==> src/rtl/mips_mem_arbiter.sv <==
`default_nettype none
// +----------------------------------------------------------------------------------------+
// | mips_mem_arbiter : round-robin fetch/data arbiter onto one single-port word memory     |
// | Revision 1.0                                                                           |
// +----------------------------------------------------------------------------------------+
module mips_mem_arbiter #(
  parameter int MEM_BYTES = 2048
) (
  input  logic        clk,
  input  logic        reset,
  input  logic        i_req,
  input  logic [31:0] i_addr,
  output logic        i_ack,
  output logic        i_err,
  output logic [31:0] i_rdata,
  input  logic        d_req,
  input  logic        d_we,
  input  logic [31:0] d_addr,
  input  logic [3:0]  d_byte_en,
  input  logic [31:0] d_wdata,
  output logic        d_ack,
  output logic        d_err,
  output logic [31:0] d_rdata,
  output logic [31:0] mem_address,
  output logic        mem_wr_en,
  output logic        mem_read_en,
  output logic [3:0]  mem_byte_en,
  output logic [31:0] mem_data_in,
  input  logic [31:0] mem_data_out
);

  localparam logic [32:0] c_MEM_LIMIT = 33'(MEM_BYTES);

  typedef enum logic [1:0] {
    S_IDLE   = 2'd0,
    S_I_RESP = 2'd1,
    S_D_RESP = 2'd2
  } state_t;

  state_t state_q;
  logic   rr_data_q;   // 1: data port wins the next contended arbitration
  logic   err_q;
  logic   rd_q;

  logic w_idle, w_gnt_d, w_gnt_i, w_d_ok, w_i_ok, w_d_rd, w_d_wr;

  function automatic logic f_bad_addr(input logic [31:0] a);
    return (a[1:0] != 2'b00) || (({1'b0, a} + 33'd3) >= c_MEM_LIMIT);
  endfunction

  assign w_idle  = (state_q == S_IDLE) && !reset;
  assign w_gnt_d = w_idle && d_req && (!i_req || rr_data_q);
  assign w_gnt_i = w_idle && i_req && !w_gnt_d;
  assign w_d_ok  = w_gnt_d && !f_bad_addr(d_addr);
  assign w_i_ok  = w_gnt_i && !f_bad_addr(i_addr);
  assign w_d_rd  = w_d_ok && !d_we;
  assign w_d_wr  = w_d_ok && d_we;

  // Issue cycle: memory is driven straight from the granted port
  assign mem_read_en = w_i_ok || w_d_rd;
  assign mem_wr_en   = w_d_wr;
  assign mem_address = w_i_ok ? i_addr : (w_d_ok ? d_addr : 32'd0);
  assign mem_byte_en = mem_read_en ? 4'hF : (w_d_wr ? d_byte_en : 4'h0);
  assign mem_data_in = w_d_wr ? d_wdata : 32'd0;

  // Response pulses are masked by reset so an interrupted transaction never completes
  assign i_ack   = (state_q == S_I_RESP) && !err_q && !reset;
  assign i_err   = (state_q == S_I_RESP) &&  err_q && !reset;
  assign d_ack   = (state_q == S_D_RESP) && !err_q && !reset;
  assign d_err   = (state_q == S_D_RESP) &&  err_q && !reset;
  assign i_rdata = i_ack ? mem_data_out : 32'd0;
  assign d_rdata = (d_ack && rd_q) ? mem_data_out : 32'd0;

  always_ff @(posedge clk) begin
    if (reset) begin
      state_q   <= S_IDLE;
      rr_data_q <= 1'b1;
      err_q     <= 1'b0;
      rd_q      <= 1'b0;
    end else begin
      case (state_q)
        S_IDLE: begin
          if (w_gnt_d) begin
            state_q <= S_D_RESP;
            err_q   <= f_bad_addr(d_addr);
            rd_q    <= !d_we;
            if (i_req) rr_data_q <= 1'b0;
          end else if (w_gnt_i) begin
            state_q <= S_I_RESP;
            err_q   <= f_bad_addr(i_addr);
            rd_q    <= 1'b1;
            if (d_req) rr_data_q <= 1'b1;
          end
        end
        S_I_RESP, S_D_RESP: state_q <= S_IDLE;
        default:            state_q <= S_IDLE;
      endcase
    end
  end

endmodule
`default_nettype wire

==> config.mk <==
export PLATFORM = sky130hd
export DESIGN_NAME = mips_mem_arbiter
export DESIGN_NICKNAME = d
export VERILOG_FILES = /design/src/rtl/mips_mem_arbiter.sv
export SDC_FILE = /design/constraint.sdc
export NUM_CORES = 1
export LEC_CHECK = 0
export BUFFER_PORTS_ARGS = -buffer_cell sky130_fd_sc_hd__buf_4
export CORE_AREA = 2 2 108 110
export CTS_BUF_LIST = sky130_fd_sc_hd__clkbuf_8
export DETAILED_ROUTE_END_ITERATION = 10
export DIE_AREA = 0 0 110 112
export GPL_TIMING_DRIVEN = 0
export PLACE_DENSITY = 0.51
export SYNTH_ARGS = -nofsm -noshare
export SYNTH_HDL_FRONTEND = slang
export SYNTH_SLANG_ARGS = --single-unit
==> constraint.sdc <==
create_clock -name clk -period 3.08 [get_ports clk]
set_clock_uncertainty 0.1 [all_clocks]
set_input_delay 0.616 -clock clk [delete_from_list [all_inputs] [get_ports clk]]
set_output_delay 0.616 -clock clk [all_outputs]
set_load 0.01 [all_outputs]
==> results of run 1 <==
[where the power goes]
group          switching [uW]  internal [uW]  total (uW)
Clock                    34.6           85.6         120
Combinational             143            193         336
Sequential               5.30           71.4        76.7
[registers in the layout, indices dropped and copies added (netlist names)]
name and flops:
err_q 1, rd_q 1, rr_data_q 1, state_q 2
[kinds of logic after synthesis]
kind of cell | synth area share, %
simple gates | 59.4
buf+inv | 15.8
compound gates | 15.8
xor+xnor | 2.67
flops | 5.08
mux | 1.08
other cells | 0.190
[metal layers]
layer / global-route usage, % / part of all wire, % / vias to the layer above
met5: 0 / 0 / -
met4: 4.64 / 1.7 / 0
met3: 2.93 / 8.3 / 17
met2: 31.7 / 52 / 179
met1: 19.4 / 38 / 1548
li1: - / - / 1675
[synthesized netlist by cell type (2+ instances only)]
cell,n
and3_1,69
and2_1,34
buf_4,23
clkbuf_1,21
nand4_1,16
nor2_1,14
nand2_1,12
nor3_1,12
nand2b_1,10
a32o_1,9
nand3_1,8
o21ai_0,8
and4_1,6
a22o_1,5
dfxtp_1,5
inv_1,5
nor4_1,4
or4_1,4
xor2_1,4
a21oi_1,2
a311oi_1,2
a31oi_1,2
buf_2,2
o211ai_1,2
or3_1,2
xnor2_1,2
[final cells by class]
type                            instances  area, um^2
Fill cell                            1164        6260
Tap cell                              143         179
Buffer                                 43         315
Sequential cell                         5         100
Clock inverter                          1        3.75
Inverter                                5        18.8
Timing Repair Buffer                  276        2390
Multi-Input combinational cell        266        1870
Clock buffer                            3        41.3
[what timing repair did]
| action | in CTS | in global routing |
|---|---|---|
| pin swaps | 22 | 25 |
| buffers inserted | 15 | 6 |
| endpoints found under the setup margin | 47 | 47 |
| gates resized for setup | 71 | 56 |
| hold buffers | 0 | 0 |
| gates cloned | 2 | 2 |
[worst register-to-register path: stages (launching register included)]
cell and delay (ns):
dfxtp_1 0.32, nor3_1 0.25, and3_1 0.40, nand4_1 0.18, nor4_2 0.24, buf_4 0.20, buf_6 0.11, clkbuf_16 0.12
buf_4 0.10, o31ai_1 0.06
[per-stage QoR]
stage	hold slack [ns]	cell area, um^2	util (%)	worst slack (ns)	power (uW)
floorplan	0.360	2120	-	-0.182	186
global placement	0.377	4180	37.4	-0.571	384
detailed placement	0.393	4180	37.4	-0.578	389
CTS	0.405	4650	41.6	-0.451	528
global route	0.427	4910	44.0	-0.533	572
finish	0.398	4910	44.0	-0.421	532
[worst min path at each step]
stage,start,to,slack (ns),depth (start not counted)
after floorplan,rr_data_q,rr_data_q,0.36,2
after global placement,rr_data_q,rr_data_q,0.38,2
after detailed placement,rr_data_q,rr_data_q,0.39,2
after CTS,rr_data_q,rr_data_q,0.41,2
after global routing,rr_data_q,rr_data_q,0.43,2
final,rr_data_q,rr_data_q,0.40,2
==> results_dict.tcl, run 1 <==
set metrics [dict create \
    status "complete, but fails checks" \
    violations "negative setup slack" \
    path_depth 11 \
    drtPass1Iterations 4 \
    via_per_inst 4.61 \
    irDropWorstVdd_mv 0.0639 \
    antenna_found_initial 0 \
    cts_made_buffers 3 \
    path_delay_family "simple AND/OR/NAND/NOR gates" \
    required_ns 2.36 \
    hpwl_mm 9.62 \
    core-area_um2 11200 \
    ys_ff_latch 5 \
    worstMarginPinSlew_ns 0.578 \
    finalNonFillerCells 742 \
    max_freq_mhz 286 \
    ys_top_cells_by_area "and3_1 (22%), and2_1 (11%), buf_4 (8.8%)" \
    drtIter0Drc 127 \
    fin_crit_ns 3.50 \
    dp.cells 718 \
    area_growth_pct 149 \
    final-max-slew-violation-count 0 \
    path_clk_slew_ns 0.04 \
    fp.dieW_um 110 \
    critPathSlowestCell "or4_4" \
    fin_setup_tns_ns -16.34 \
    cts_num_sinks 5 \
    async_reset_ff_share_pct 0 \
    period_share_pct 114 \
    crit_type "in -> out" \
    yosysSeqAreaShare_pct 5.08 \
    port_buffers 251 \
    ant_nets 0 \
    dieArea_um2 12300 \
    fp.dieH_um 112 \
    postSynthCellCount 302 \
    mostFrequentLayoutCells "buf_4 (231), buf_6 (58), and3_1 (43)" \
    cts_tree "built" \
    final_common_cell "buf_4" \
    reg2reg_from "state_q[0]" \
    crit_path_frequent_cell "buf_6" \
    critical_path_arrival_ns 2.79 \
    syn_area_um2 1970 \
    io_pins 275 \
    startpoint_type "input port" \
    cts_max_level 1 \
    yosys_most_used_dff "dfxtp_1" \
    r2r_slack_ns 0.88 \
    slowest_delay_ns 0.54 \
    finalSetupViolations 47 \
    setup_slack_ns -0.421 \
    clock_latency_ns 0.22 \
    rsz0062_at_grt "yes" \
    synth_edf_count 0 \
    layout-drive-gt1-share_pct 59.9 \
    p_per_area_nw_per_um2 108 \
    critPathBufInv 4 \
    gp_congestion 0.868 \
    hold_violations 0 \
    r2r_cells 9 \
    rows 39 \
    maxCapViolations 0 \
    hp-class "reg -> reg" \
    synth_top_area_share_pct 21.9 \
    layout.nets 737 \
    path_cells "buf_8 -> nand4_1 -> or4_4 -> or3_4 -> a211oi_2 -> o211a_1 -> and4_1 -> buf_6 -> buf_12 -> a32o_2 -> buf_6" \
    post-route-drc-count 0 \
    grt_pass1_vias 3279 \
    critical_path_peak_fanout 10 \
    crit_end "mem_address[10]" \
    yosysTopAreaCell "and3_1" \
    antenna_cells 0 \
    avgRoutedWirePerCell_um 15.8 \
    grt_first_pass_wirelength_mm 16.5 \
    setup.worst_path.end_class "output pin" \
    synth_cell_types 45 \
    synth_area_per_cell_um2 6.53 \
    vias 3419 \
    max-slew-margin-rel_pct 61.2 \
    crit_start "i_addr[3]" \
    p_leak_uw 0.00261 \
    grt_usage_pct 17.0 \
    r2r-end "err_q" \
    clk_path_buf_depth 2 \
    ctsRootBufferMaster "clkbuf_8" \
    overflow 0 \
    yosysWarningCount 0 \
    drt_wl_total_mm 11.7 \
    initial_core_util_pct 17.6 \
    grt_max_degree 11 \
]
Note: power is estimated with default switching activity, not from simulation.
==> run 2: changes to the inputs <==
--- a/config.mk
+++ b/config.mk
@@ -10,8 +10,8 @@
 export CTS_BUF_LIST = sky130_fd_sc_hd__clkbuf_8
 export DETAILED_ROUTE_END_ITERATION = 10
 export DIE_AREA = 0 0 110 112
-export GPL_TIMING_DRIVEN = 0
 export PLACE_DENSITY = 0.51
 export SYNTH_ARGS = -nofsm -noshare
 export SYNTH_HDL_FRONTEND = slang
 export SYNTH_SLANG_ARGS = --single-unit
+export TNS_END_PERCENT = 1
==> results_dict.tcl, run 2 (synthesized netlist as in run 1, its figures left out) <==
set metrics [dict create \
    p_per_area_nw_per_um2 120 \
    cts_setup_buffers 0 \
    p_leak_uw 0.00245 \
    setup_slack_ns -0.353 \
    area_growth_pct 117 \
    layout-drive-gt1-share_pct 54.7 \
    pwr-share-clk_pct 23.2 \
    rows 39 \
    crit_type "in -> out" \
    fp.dieW_um 110 \
    cts_tree "built" \
    hp-class "reg -> reg" \
    mostFrequentLayoutCells "buf_4 (287), and3_1 (69), and2_1 (34)" \
    hpwl_mm 8.99 \
    swShare_pct 34.0 \
    vias 3316 \
    switching_power_uw 174 \
    fin_area_um2 4280 \
    overflow 0 \
    fin_crit_ns 3.43 \
    top_register "state_q" \
    avgRoutedWirePerCell_um 14.5 \
    antenna_cells 0 \
    pwr-share-seq_pct 16.3 \
    via_per_inst 4.61 \
    setup.worst_path.end_class "output pin" \
    cts_made_buffers 3 \
    grt_pass1_vias 3158 \
    largest_reg_flops 2 \
    final_common_cell "buf_4" \
    drtPass1Iterations 4 \
    dieArea_um2 12300 \
    io_pins 275 \
    startpoint_type "input port" \
    cts_num_sinks 5 \
    final-max-slew-violation-count 0 \
    critical_path_arrival_ns 2.72 \
    rsz0062_at_grt "yes" \
    required_ns 2.36 \
    path_clk_slew_ns 0.04 \
    cts_hold_buf 0 \
    port_buffers 251 \
    worstMarginPinSlew_ns 0.798 \
    violations "negative setup slack" \
    cts_max_level 1 \
    grt_max_degree 40 \
    status "complete, but fails checks" \
    max_freq_mhz 291 \
    ant_nets 0 \
    postPlaceCellArea_um2 4190 \
    antenna_found_initial 0 \
    power.share.combinational_pct 60.5 \
    critical_path_peak_fanout 9 \
    fin_setup_tns_ns -10.69 \
    holdWs_ns 0.400 \
    drtIter0Drc 136 \
    layout.nets 714 \
    hold_violations 0 \
    gp_congestion 0.851 \
    power_uw 513 \
    grt_first_pass_wirelength_mm 15.5 \
    grt_usage_pct 15.7 \
    max-slew-margin-rel_pct 46.7 \
    clk_path_buf_depth 2 \
    core-area_um2 11200 \
    dp.cells 715 \
    irDropWorstVdd_mv 0.0988 \
    post-route-drc-count 0 \
    maxCapViolations 0 \
    initial_core_util_pct 17.6 \
    finalNonFillerCells 719 \
    intPower_uw 338 \
    drt_wl_total_mm 10.5 \
    finalSetupViolations 47 \
    fp.dieH_um 112 \
    ctsRootBufferMaster "clkbuf_8" \
    period_share_pct 111 \
    clock_latency_ns 0.22 \
]
-- run 2: changes by cell type in the layout (fill, tap and decap cells not counted), moves of 2 or more --
cell       before  now
a32o_1          0    5
buf_8          11    0
and3_1         43   69
and3_4         26    0
a32o_2          9    4
clkbuf_1       15    0
buf_4         231  287
buf_6          58    9
clkbuf_16       2    0
-- run 2: worst paths after layout --
| kind | slack [ns] | to | depth (start not counted) | startpoint |
|---|---|---|---|---|
| setup / recovery | -0.35 | mem_address[2] | 10 | i_addr[3] |
| hold / removal | 0.40 | rr_data_q | 2 | rr_data_q |
| setup reg to reg | 1.09 | err_q | 6 | state_q[0] |
| hold reg to reg | 0.40 | rr_data_q | 2 | rr_data_q |
-- run 2: repair_timing --
action                                  in CTS  in global routing
pin swaps                                    4                  4
endpoints found under the setup margin      47                 47
resized for setup                           11                  2
cloned                                       0                  0
-- run 2: final cells by class --
type	count	area, um^2
repair buffers	296	2260
clock buffers	3	41.3
fillers	1186	6890
multi-input cells	266	1680
clock inverters	1	3.75
flip-flops and latches	5	100
well taps	143	179
inverters	5	18.8
-- run 2: worst max-delay path, cell delays in order --
cell	delay, ns
buf_6	0.07
nand4_1	0.11
or4_4	0.53
or3_1	0.34
a211oi_2	0.19
o211a_1	0.18
and4_4	0.24
buf_6	0.13
a32o_1	0.17
buf_4	0.12
-- run 2: through the flow --
| stage | setup slack, ns | util (%) |
|---|---|---|
| final | -0.353 | 38.3 |
| after CTS | -0.344 | 38.3 |
| after detailed placement | -0.439 | 37.5 |
| after floorplan | -0.183 | - |
| after global routing | -0.423 | 38.3 |
| after global placement | -0.439 | 37.5 |
-- run 2: metal layers --
layer	up-vias	routed length [um]	track usage, %
met5	-	0	0
met4	0	170	4.39
met3	10	973	2.58
met2	165	5430	30.0
met1	1513	3880	17.3
li1	1628	-	-
-- run 2: power by group through the flow --
| stage | Clock, uW | Combinational [uW] | Sequential, uW |
|---|---|---|---|
| 3_3_place_gp | 0 | 306 | 84.5 |
| 3_5_place_dp | 0 | 308 | 84.6 |
| 6_report | 119 | 310 | 83.6 |
| 2_1_floorplan | 0 | 109 | 76.3 |
| 5_1_grt | 125 | 338 | 85.6 |
| 4_1_cts | 123 | 311 | 83.8 |
